==> src/rtl/hazard_ctrl.sv <==
// Pipeline hazard controller for the 5-stage core: forwarding selects, load-use and branch
// handling, multi-cycle mul/div sequencing and a saturating fetch-stall counter.
module hazard_ctrl #(
    parameter int unsigned MUL_LATENCY = 3,
    parameter int unsigned CNT_W       = 32
) (
    input  logic             clk,
    input  logic             reset,
    input  logic [4:0]       rs1_d,
    input  logic [4:0]       rs2_d,
    input  logic [4:0]       rs1_e,
    input  logic [4:0]       rs2_e,
    input  logic [4:0]       rd_e,
    input  logic             memread_e,
    input  logic             mul_start_e,
    input  logic             branch_sig,
    input  logic [4:0]       rd_m,
    input  logic             regwrite_m,
    input  logic [4:0]       rd_w,
    input  logic             regwrite_w,
    output logic             stallF,
    output logic             stallD,
    output logic             stallE,
    output logic             flushD,
    output logic             flushE,
    output logic             flushM,
    output logic [1:0]       fwd_a_e,
    output logic [1:0]       fwd_b_e,
    output logic             mul_busy,
    output logic [CNT_W-1:0] stall_count
);

    localparam logic [0:0] StIdle = 1'b0;
    localparam logic [0:0] StBusy = 1'b1;

    localparam bit         MulMulti = (MUL_LATENCY > 1);
    localparam logic [3:0] CntInit  = 4'(MUL_LATENCY >= 2 ? MUL_LATENCY - 2 : 0);

    logic [0:0]       state_q, state_d;
    logic [3:0]       cnt_q, cnt_d;
    logic [CNT_W-1:0] stall_count_q, stall_count_d;

    logic lu, mul_go, mul_stall, flush_e_raw;

    always_comb begin
        fwd_a_e = 2'b00;
        if (regwrite_m && rd_m != 5'd0 && rd_m == rs1_e) begin
            fwd_a_e = 2'b10;
        end else if (regwrite_w && rd_w != 5'd0 && rd_w == rs1_e) begin
            fwd_a_e = 2'b01;
        end

        fwd_b_e = 2'b00;
        if (regwrite_m && rd_m != 5'd0 && rd_m == rs2_e) begin
            fwd_b_e = 2'b10;
        end else if (regwrite_w && rd_w != 5'd0 && rd_w == rs2_e) begin
            fwd_b_e = 2'b01;
        end
    end

    always_comb begin
        lu = memread_e && rd_e != 5'd0 && (rd_e == rs1_d || rd_e == rs2_d);
        // A stray mul_start_e alongside a branch is ignored: the branch wins.
        mul_go      = (state_q == StIdle) && mul_start_e && !branch_sig && MulMulti;
        mul_stall   = mul_go || (state_q == StBusy && cnt_q != 4'd0);
        flush_e_raw = branch_sig || lu;

        // Outputs are forced low while reset is held, independent of inputs.
        stallF   = reset && (lu || mul_stall) && !branch_sig;
        stallD   = reset && (lu || mul_stall) && !branch_sig;
        stallE   = reset && mul_stall && !flush_e_raw;
        flushD   = reset && branch_sig;
        flushE   = reset && flush_e_raw;
        flushM   = reset && mul_stall;
        mul_busy = reset && (state_q == StBusy);
    end

    always_comb begin
        state_d = state_q;
        cnt_d   = cnt_q;
        case (state_q)
            StIdle: begin
                if (mul_go) begin
                    state_d = StBusy;
                    cnt_d   = CntInit;
                end
            end
            default: begin
                if (cnt_q != 4'd0) begin
                    cnt_d = cnt_q - 4'd1;
                end else begin
                    state_d = StIdle;
                end
            end
        endcase
    end

    always_comb begin
        stall_count_d = stall_count_q;
        if (stallF && stall_count_q != {CNT_W{1'b1}}) begin
            stall_count_d = stall_count_q + 1'b1;
        end
    end

    always_ff @(posedge clk or negedge reset) begin
        if (!reset) begin
            state_q       <= StIdle;
            cnt_q         <= 4'd0;
            stall_count_q <= '0;
        end else begin
            state_q       <= state_d;
            cnt_q         <= cnt_d;
            stall_count_q <= stall_count_d;
        end
    end

    assign stall_count = stall_count_q;

endmodule

==> config.mk <==
export PLATFORM = sky130hd
export DESIGN_NAME = hazard_ctrl
export DESIGN_NICKNAME = d
export VERILOG_FILES = /design/src/rtl/hazard_ctrl.sv
export SDC_FILE = /design/constraint.sdc
export NUM_CORES = 1
export LEC_CHECK = 0
export CAP_MARGIN = 20
export CORE_UTILIZATION = 48
export DETAILED_ROUTE_END_ITERATION = 6
export PLACE_DENSITY = 0.93
export SKIP_LAST_GASP = 1
export SLEW_MARGIN = 30
export SYNTH_ARGS = -nofsm -noshare
export SYNTH_HDL_FRONTEND = slang
export SYNTH_SLANG_ARGS = --single-unit
export TNS_END_PERCENT = 30
==> constraint.sdc <==
create_clock -name clk -period 3.9 [get_ports clk]
set_clock_uncertainty 0.15 [all_clocks]
set_input_delay 0.585 -clock clk [delete_from_list [all_inputs] [get_ports clk]]
set_output_delay 0.585 -clock clk [all_outputs]
set_load 0.01 [all_outputs]
-- Word-level counts from Yosys, hierarchy flattened
Index checks and enable logic that the tools add are counted.
- bits in registers: 37
- input port bits: 42
- logic and storage cells: 55
- output and inout port bits: 43
- muxes and demuxes: 10
- reduce and logical (&&, ||, !) cells: 31
- bitwise operators: 1
- $add $sub $neg: 2
- equality and inequality tests: 8
- operators with widths (kind ; count):
    $add 32x1->32 const B ; 1
    $ne 32x32->1 const B ; 1
    $eq 5x5->1 ; 6
    $logic_and 1x1->1 ; 19
    $reduce_bool 5->1 ; 3
    $mux 4 ; 3
    $mux 1 ; 5
    $logic_or 1x1->1 ; 4
    $mux 2 ; 2
    $reduce_bool 4->1 ; 1
    $sub 4x1->4 const B ; 1
    $logic_not 1->1 ; 2
    $ne 2x1->1 const B ; 1
    $reduce_and 2->1 ; 1
    $reduce_bool 2->1 ; 1
    $not 1->1 ; 1

-- Logic depth before layout (Yosys ltp)
Gate-level depths: netlist of the first run.
- depth after elaboration: 8
- gate-level depth with buffers: 11
- gate-level depth less buffers: 9

-- Worst setup path before layout of the first run
OpenSTA, ideal clock, no wires.
- path kind: register to output
- from: register cnt_q[0]
- to: output port stallF
- stages on the path, launching flop included: 10
- data arrival time: 1.923 ns
- setup slack: 1.242 ns
- data required time: 3.165 ns
- cells stage by stage: dfrtp_1 inv_1 ha_1 or3b_1 a21o_1 and3b_1 o21ba_1 buf_6 inv_1 buf_4
- word-level cells in the longest chain between the ends: 6
- RTL lines (element ; line ; source):
    start: declaration ; 40 ; logic [3:0] cnt_q, cnt_d;
    start signal: assignment ; 112 ; cnt_q <= cnt_d;
    $reduce_bool 4->1 ; 65 ; mul_stall = mul_go || (state_q == StBusy && cnt_q != 4'd0);
    $logic_and 1x1->1 ; 65 ;
    $logic_or 1x1->1 ; 65 ;
    $logic_or 1x1->1 ; n/a ;
    $logic_and 1x1->1 (2 in a row) ; n/a ;
    end: declaration ; 21 ; output logic stallF,
Every way passes these cells.

-- Worst setup path in the final report of the first run
- from: input port rd_m[2]
- to: output port fwd_a_e[0]
- word-level cells in the longest chain between the ends: 4
- RTL lines (element ; line ; source):
    start: declaration ; 17 ; input logic [4:0] rd_m,
    $reduce_bool 5->1 ; 47 ; if (regwrite_m && rd_m != 5'd0 && rd_m == rs1_e) begin
    $logic_and 1x1->1 ; 47 ;
    $logic_and 1x1->1 (*) ; 47 ;
    $mux 2 (*) ; 47 ;
    end: declaration ; 27 ; output logic [1:0] fwd_a_e,
Mark *: on every way between the ends. The rest lies on a longest branch, timed or not.

==> results of run 1 <==
## final cells by class
cell class	count	share of cell area
clock buffer	7	0.0300
clock inverter	1	0.00156
inverter	4	0.00467
multi-input combinational	174	0.390
sequential	37	0.288
tap	52	0.0203
timing repair buffer	86	0.265
## registers in the layout, summed over array words and instances, names as in the netlist
signal / cells
state_q: 1
cnt_q: 4
stall_count: 32
## final timing paths
path / to / depth (start not counted)
worst max-delay path: fwd_a_e[0] / 6
worst min-delay path: stall_count[13] / 2
worst max register to register: stall_count[1] / 7
worst min register to register: stall_count[21] / 1
max in group asynchronous: stall_count[5] / 2
min in group clk: stall_count[21] / 1
## synthesized netlist by cell type (all sizes together), types with 4 or more instances
library cell / instances / area share
nand2: 14 / 0.024
nand3: 17 / 0.040
and3: 7 / 0.020
nor2: 10 / 0.020
inv: 4 / 0.0067
o21ai: 6 / 0.013
nand4: 10 / 0.028
buf: 5 / 0.018
xor2: 30 / 0.12
dfrtp: 37 / 0.41
nor4: 8 / 0.036
and2: 8 / 0.022
nor3: 5 / 0.013
xnor2: 31 / 0.12
or4: 5 / 0.017
## cell families after synthesis
group	count (synthesis)	share of synthesized area
buffers and inverters	9	0.0246
XOR/XNOR	61	0.239
AND/OR/NAND/NOR	97	0.267
multiplexers	2	0.0101
flip-flops	37	0.414
AO/OA/AOI/OAI	12	0.0336
adder cells (fa/ha/maj)	2	0.0112
## through the flow
stage	instances	hold slack [ns]	worst slack (ns)	instance area (um2)
after global placement	353	0.330	0.403	3110
final	361	0.199	0.350	3210
after global routing	361	0.248	0.184	3210
after CTS	361	0.214	0.320	3210
after detailed placement	353	0.333	0.325	3110
after floorplan	220	0.139	1.24	2230
## worst reg2reg max path: stages, from the launching register on
cell and delay, ns:
dfrtp_1 0.43, ha_1 0.19, and3_1 0.27, nand4_1 0.20
nor4_1 0.58, and3_2 0.41, nor2_4 0.11, mux2_2 0.28
## layer usage
layer	vias up	global-route usage	share of wire	wire (um)
met1	932	0.278	0.41	2160
li1	945	-	-	-
met3	16	0.0592	0.069	369
met5	-	0	0	0
met2	82	0.392	0.50	2680
met4	0	0.0778	0.022	116
## power by group
| group | internal, mW | switching (mW) |
|---|---|---|
| Combinational | 0.198 | 0.155 |
| Clock | 0.159 | 0.127 |
| Sequential | 0.436 | 0.0655 |
| Total | 0.794 | 0.347 |
==> flow_summary.json, run 1 <==
{
  "path_buf_inv": 2,
  "ys_seq_elements": 37,
  "final_hold_viol_count": 0,
  "critPathMaxStageDelay_ns": 0.58,
  "synth_edf_count": 0,
  "reg2reg_slack_ns": 1.16,
  "grt_pass1_wl_um": 8870,
  "core-area_um2": 4410,
  "cts_resized": 0,
  "synth-seq-area-share": 0.414,
  "final-setup-viol-count": 0,
  "dieHeight_um": 70.2,
  "min_period_ns": 3.55,
  "required_ns": 3.16,
  "finalCritPeriodShare": 0.910,
  "slew_viol_final": 0,
  "cp-end-kind": "output pin",
  "totalWireLength_um": 5330,
  "worstSetupStartpointType": "input pin",
  "p_per_area_nw_per_um2": 355,
  "ant_nets": 0,
  "worstReg2RegStart": "stall_count[0]",
  "crit_start": "rd_m[2]",
  "worstPathCellList": "clkdlybuf4s50_1, or4_1, o21ai_0, nor4_1, nor4_1, clkdlybuf4s50_1",
  "grt_usage": 0.229,
  "antenna_found_initial": 0,
  "final_common_cell": "clkdlybuf4s50_1",
  "cts_tree": "built",
  "fin_util": 0.728,
  "grt_max_degree": 43,
  "wl_per_cell_um": 14.8,
  "multi_input_area_um2": 1250,
  "postCtsSetupRepairBufs": 0,
  "yosysWarningCount": 0,
  "fill_cells": 335,
  "fp.dieW_um": 70.2,
  "synthArstFlopShare": 1.00,
  "drive_gt1_frac": 0.0680,
  "path_max_fanout": 3,
  "initial_core_util": 0.506,
  "clock_latency_ns": 0.29,
  "slew_headroom": 0.614,
  "hold_path.class": "in2async",
  "areaGrowthSynthToFinish_pct": 43.7,
  "clock_sinks": 37,
  "num_rows": 24,
  "max_freq_mhz": 282,
  "dieArea_um2": 4930,
  "crit_type": "in2out",
  "cap_violations": 0,
  "hold_buffers": 0,
  "syn-num-nets": 264,
  "first_pass_iters": 4,
  "slowest_stage": "clkdlybuf4s50_1",
  "place_congestion": 0.850,
  "peakVddDrop_mv": 0.301,
  "synth_cells": 220,
  "syn-cell-area_um2": 2230,
  "antenna_cells": 0,
  "grt_pass1_vias": 1952,
  "post-dp-hpwl_um": 4160,
  "finalSetupTns_ns": 0,
  "drc": 0,
  "port_buffers": 84,
  "worstPathArrival_ns": 2.81,
  "final_cell_mix": "83 x clkdlybuf4s50_1, 37 x dfrtp_1, 31 x xnor2_1",
  "grt-ovfl-total": 0,
  "cts_made_buffers": 5,
  "ff_latch_area_um2": 926,
  "ios": 85,
  "cp_top_family": "buffers and inverters",
  "run_status": "complete, no violations",
  "synth_cell_types": 39,
  "power.total_mw": 1.14,
  "drt_iter0_drc": 114,
  "worst_pin_slew_ns": 0.574,
  "avgSynthCellArea_um2": 10.2,
  "via_per_inst": 5.47,
  "h-tree-depth": 2,
  "clk_path_buf_depth": 2,
  "power.leakage_nw": 1.33,
  "clkTransAtPathRegs_ns": 0.07,
  "synth_ff_type": "dfrtp_1",
  "root_buffer": "clkbuf_8",
  "rsz0062_at_grt": "false",
  "finalNetCount": 352,
  "via_count": 1975
}
Power figures use the tool's default switching activity.
==> run 2: changes to the inputs <==
- ABC_AREA: unset -> 1
- CORE_UTILIZATION: 48 -> 53
- PLACE_DENSITY: 0.93 -> 0.94
==> flow_summary.json, run 2 <==
{
  "run_status": "complete, no violations",
  "min_period_ns": 3.20,
  "fp.dieW_um": 78.0,
  "drc": 0,
  "ys_seq_elements": 37,
  "wl_per_cell_um": 13.4,
  "clock_sinks": 37,
  "worstReg2RegStart": "cnt_q[0]",
  "p_per_area_nw_per_um2": 328,
  "postCtsSetupRepairBufs": 0,
  "final_common_cell": "nand2_1",
  "clkTransAtPathRegs_ns": 0.08,
  "first_pass_iters": 5,
  "synth_common_cells": "160 x nand2_1, 59 x inv_1, 56 x nor2_1",
  "port_buffers": 84,
  "grt_max_degree": 46,
  "clk_path_buf_depth": 2,
  "via_per_inst": 5.40,
  "grt-ovfl-total": 0,
  "initial_core_util": 0.552,
  "antenna_found_initial": 0,
  "worstPathArrival_ns": 2.46,
  "hold_buffers": 0,
  "drive_gt1_frac": 0.0683,
  "synth_edf_count": 0,
  "synth_cell_types": 30,
  "cts_made_buffers": 5,
  "finalSetupTns_ns": 0,
  "avgSynthCellArea_um2": 6.47,
  "ios": 85,
  "dieArea_um2": 6080,
  "syn-cell-area_um2": 3060,
  "fin_area_um2": 4060,
  "path_max_fanout": 3,
  "slew_headroom": 0.617,
  "clock_latency_ns": 0.30,
  "max_freq_mhz": 313,
  "hold_ws_ns": 0.221,
  "worst_pin_slew_ns": 0.575,
  "via_count": 3392,
  "final-setup-viol-count": 0,
  "ant_nets": 0,
  "synthArstFlopShare": 1.00,
  "dp_cells": 620,
  "post-dp-hpwl_um": 6380,
  "synth_ff_type": "dfrtp_1",
  "root_buffer": "clkbuf_8",
  "grt_pass1_wl_um": 14400,
  "num_rows": 27,
  "hold_path.class": "in2async",
  "syn-num-nets": 517,
  "peakVddDrop_mv": 0.217,
  "crit_type": "in2out",
  "grt_pass1_vias": 3245,
  "worstSetupStartpointType": "input pin",
  "postPlaceCellArea_um2": 3940,
  "final_hold_viol_count": 0,
  "drt_iter0_drc": 270,
  "finalCritPeriodShare": 0.820,
  "cap_violations": 0,
  "netlist_top_cells_area": "dfrtp_1 30%, nand2_1 20%, nand4_1 7.6%",
  "finalNetCount": 599,
  "synth_cells": 473,
  "yosysWarningCount": 0,
  "slew_viol_final": 0,
  "final_cell_mix": "160 x nand2_1, 83 x clkdlybuf4s50_1, 59 x inv_1",
  "totalWireLength_um": 8420,
  "crit_start": "rd_e[3]",
  "largest_register_ff_count": 32,
  "netlist.area_leader.share": 0.303,
  "areaGrowthSynthToFinish_pct": 32.8,
  "cts_tree": "built",
  "h-tree-depth": 2,
  "synth-seq-area-share": 0.303,
  "grt_usage": 0.295,
  "required_ns": 3.16,
  "power.leakage_nw": 1.95,
  "yosys.area.top_type": "dfrtp_1",
  "rsz0062_at_grt": "false",
  "instances_no_fill": 628,
  "place_congestion": 0.902,
  "cts_resized": 0,
  "antenna_cells": 0,
  "core-area_um2": 5540,
  "dieHeight_um": 78.0,
  "synth_most_common_cell": "nand2_1",
  "cp-end-kind": "output pin"
}
[run 2: logic make-up after synthesis]
logic type | after synthesis | synth area share
adders and majority gates | 2 | 0.00818
buffers and inverters | 74 | 0.0994
and+or+nand+nor | 315 | 0.472
xor gates and xnor gates | 34 | 0.0973
DFF | 37 | 0.303
AOI/OAI and AO/OA | 11 | 0.0205
[run 2: layout make-up]
class	instances	area [um2]
Multi-Input combinational cell	362	1830
Timing Repair Buffer	88	866
Clock buffer	6	82.6
Tap cell	72	90.1
Sequential cell	37	926
Fill cell	413	1480
Inverter	61	229
Clock inverter	2	37.5
[run 2: metrics by stage]
step	utilization	total power, mW	worst slack (ns)
CTS	0.733	1.33	0.697
global placement	0.712	0.954	0.773
floorplan	-	0.791	1.43
detailed placement	0.712	0.983	0.699
global route	0.733	1.41	0.536
finish	0.733	1.33	0.703
[run 2: power by group]
part	switching, mW	internal, mW	total, mW
clock network	0.147	0.208	0.355
logic	0.304	0.203	0.507
registers	0.0403	0.432	0.472
total	0.491	0.842	1.33
[run 2: worst max-delay path, cell delays in order]
cell and delay, ns:
clkdlybuf4s50_1 0.51, inv_1 0.09, nand2_1 0.06, nand2_1 0.05, nor2_1 0.10, nand3_1 0.09
nand2_1 0.07, nand2_1 0.08, nand2_2 0.07, nand2_1 0.05, nor2_1 0.14, clkdlybuf4s50_1 0.56
[run 2: worst paths after layout]
kind | end | slack [ns] | cells past startpoint
hold / removal | stall_count[11] | 0.22 | 2
setup reg to reg | stall_count[1] | 1.20 | 11
hold reg to reg | stall_count[1] | 0.40 | 2
max in group asynchronous | cnt_q[3] | 3.13 | 2
setup / recovery | stallD | 0.70 | 12
min in group clk | stall_count[1] | 0.40 | 2
[run 2: per-layer routing]
| layer | share of wire | track usage | up-vias |
|---|---|---|---|
| li1 | - | - | 1657 |
| met4 | 0.027 | 0.117 | 0 |
| met5 | 0 | 0 | - |
| met3 | 0.069 | 0.0518 | 23 |
| met2 | 0.50 | 0.526 | 166 |
| met1 | 0.40 | 0.349 | 1546 |
==> run 3: changes to the inputs <==
- CORE_UTILIZATION: 53 -> 44
- PLACE_DENSITY: 0.94 -> 0.84
- clock period: 3.9 -> 2.7 ns (I/O delays scaled with it)
==> flow_summary.json, run 3 (synthesis results as in run 2) <==
{
  "place_congestion": 0.867,
  "violations": "DRC, setup timing",
  "drt_iter0_drc": 211,
  "power.total_mw": 1.79,
  "peakVddDrop_mv": 0.296,
  "clkTransAtPathRegs_ns": 0.07,
  "drc": 1,
  "worstPathArrival_ns": 2.21,
  "drive_gt1_frac": 0.0731,
  "wl_per_cell_um": 12.6,
  "max_freq_mhz": 361,
  "grt_usage": 0.233,
  "cp-end-kind": "output pin",
  "rsz0062_at_grt": "true",
  "final_hold_viol_count": 0,
  "first_pass_iters": 6,
  "root_buffer": "clkbuf_8",
  "clk_path_buf_depth": 2,
  "areaGrowthSynthToFinish_pct": 33.2,
  "grt_pass1_wl_um": 13900,
  "worstSetupStartpointType": "input pin",
  "grt_pass1_vias": 3161,
  "fill_cells": 635,
  "dieArea_um2": 7290,
  "final-setup-viol-count": 5,
  "ios": 85,
  "multi_input_area_um2": 1830,
  "hold_path.class": "in2async",
  "grt_max_degree": 46,
  "cap_violations": 0,
  "finalNetCount": 604,
  "dieHeight_um": 85.4,
  "totalWireLength_um": 8070,
  "dp_cells": 632,
  "via_count": 3336,
  "ant_nets": 0,
  "final_cell_mix": "160 x nand2_1, 80 x clkdlybuf4s50_1, 59 x inv_1",
  "ff_latch_area_um2": 926,
  "required_ns": 2.14,
  "initial_core_util": 0.453,
  "power.leakage_nw": 1.98,
  "worst_pin_slew_ns": 0.432,
  "cts_made_buffers": 5,
  "fp.dieW_um": 85.4,
  "instances_no_fill": 641,
  "path_max_fanout": 3,
  "cts_tree": "built",
  "slew_headroom": 0.712,
  "finalCritPeriodShare": 1.03,
  "clock_sinks": 37,
  "grt-ovfl-total": 0,
  "antenna_cells": 0,
  "dp_slack_ns": -0.137,
  "h-tree-depth": 2,
  "clock_latency_ns": 0.29,
  "run_status": "complete, but fails checks",
  "min_period_ns": 2.77,
  "layout_setup_ws_ns": -0.0684,
  "num_rows": 30,
  "largest_register_ff_count": 32,
  "slew_viol_final": 0,
  "final_common_cell": "nand2_1",
  "via_per_inst": 5.20,
  "post-dp-hpwl_um": 6260,
  "core-area_um2": 6760,
  "crit_type": "in2out",
  "p_per_area_nw_per_um2": 439,
  "antenna_found_initial": 0,
  "port_buffers": 84
}
## run 3: cell count changes in the layout (fill, tap and decap cells not counted)
cell	delta
dlymetal6s2s_1	+1
clkbuf_8	-1
clkbuf_1	+1
clkinvlp_4	-1
dlygate4sd3_1	+1
bufinv_16	-1
clkdlybuf4s50_1	-3
buf_4	+4
clkinv_2	+2
dlygate4sd2_1	+2
## run 3: per-layer routing
layer  track usage  vias to the layer above  part of all wire
met5             0                        -                 0
met4        0.0712                        0             0.026
met3        0.0321                       23             0.041
met2         0.433                      109              0.51
met1         0.278                     1537              0.42
li1              -                     1667                 -
## run 3: worst max-delay path: stages
cell and delay, ns:
clkdlybuf4s50_1 0.56, nor2_1 0.07, nand2_1 0.06, o21ai_0 0.11, nor4_1 0.38, clkdlybuf4s50_1 0.61
## run 3: final timing paths
| path | from | depth (start not counted) | end | slack [ns] |
|---|---|---|---|---|
| max | rd_m[1] | 6 | fwd_a_e[1] | -0.07 |
| min | reset | 2 | stall_count[9] | 0.07 |
| max reg2reg | cnt_q[0] | 12 | stall_count[7] | 0.35 |
| min reg2reg | stall_count[1] | 2 | stall_count[1] | 0.40 |
| max in group asynchronous | reset | 2 | cnt_q[1] | 1.75 |
| min in group clk | stall_count[1] | 2 | stall_count[1] | 0.40 |
## run 3: metrics by stage
step	TNS, ns	utilization	hold slack [ns]	instance area (um2)
3_3_place_gp	-0.108	0.589	0.112	3980
2_1_floorplan	0	-	-0.0406	3060
3_5_place_dp	-0.441	0.589	0.115	3980
5_1_grt	-1.07	0.603	0.126	4080
6_report	-0.216	0.603	0.0716	4080
4_1_cts	-0.297	0.603	0.0969	4070
## run 3: power by group
part	internal [mW]	switching, mW	leakage [nW]	total, mW
combinational	0.298	0.436	1.43	0.735
sequential	0.624	0.0562	0.503	0.680
clock	0.179	0.197	0.0450	0.376
total	1.10	0.689	1.98	1.79
## run 3: layout make-up
type,count,area share
clock inverters,2,0.00246
inverters,61,0.0562
multi-input cells,362,0.449
repair buffers,93,0.222
flip-flops and latches,37,0.227
well taps,80,0.0246
clock buffers,6,0.0178
## run 3: timing repair
item                       in CTS  in global routing
hold buffers                    1                  0
resized for setup               2                  1
buffers inserted                0                  0
hold endpoints to repair        5                  0
setup endpoints to repair       7                  9
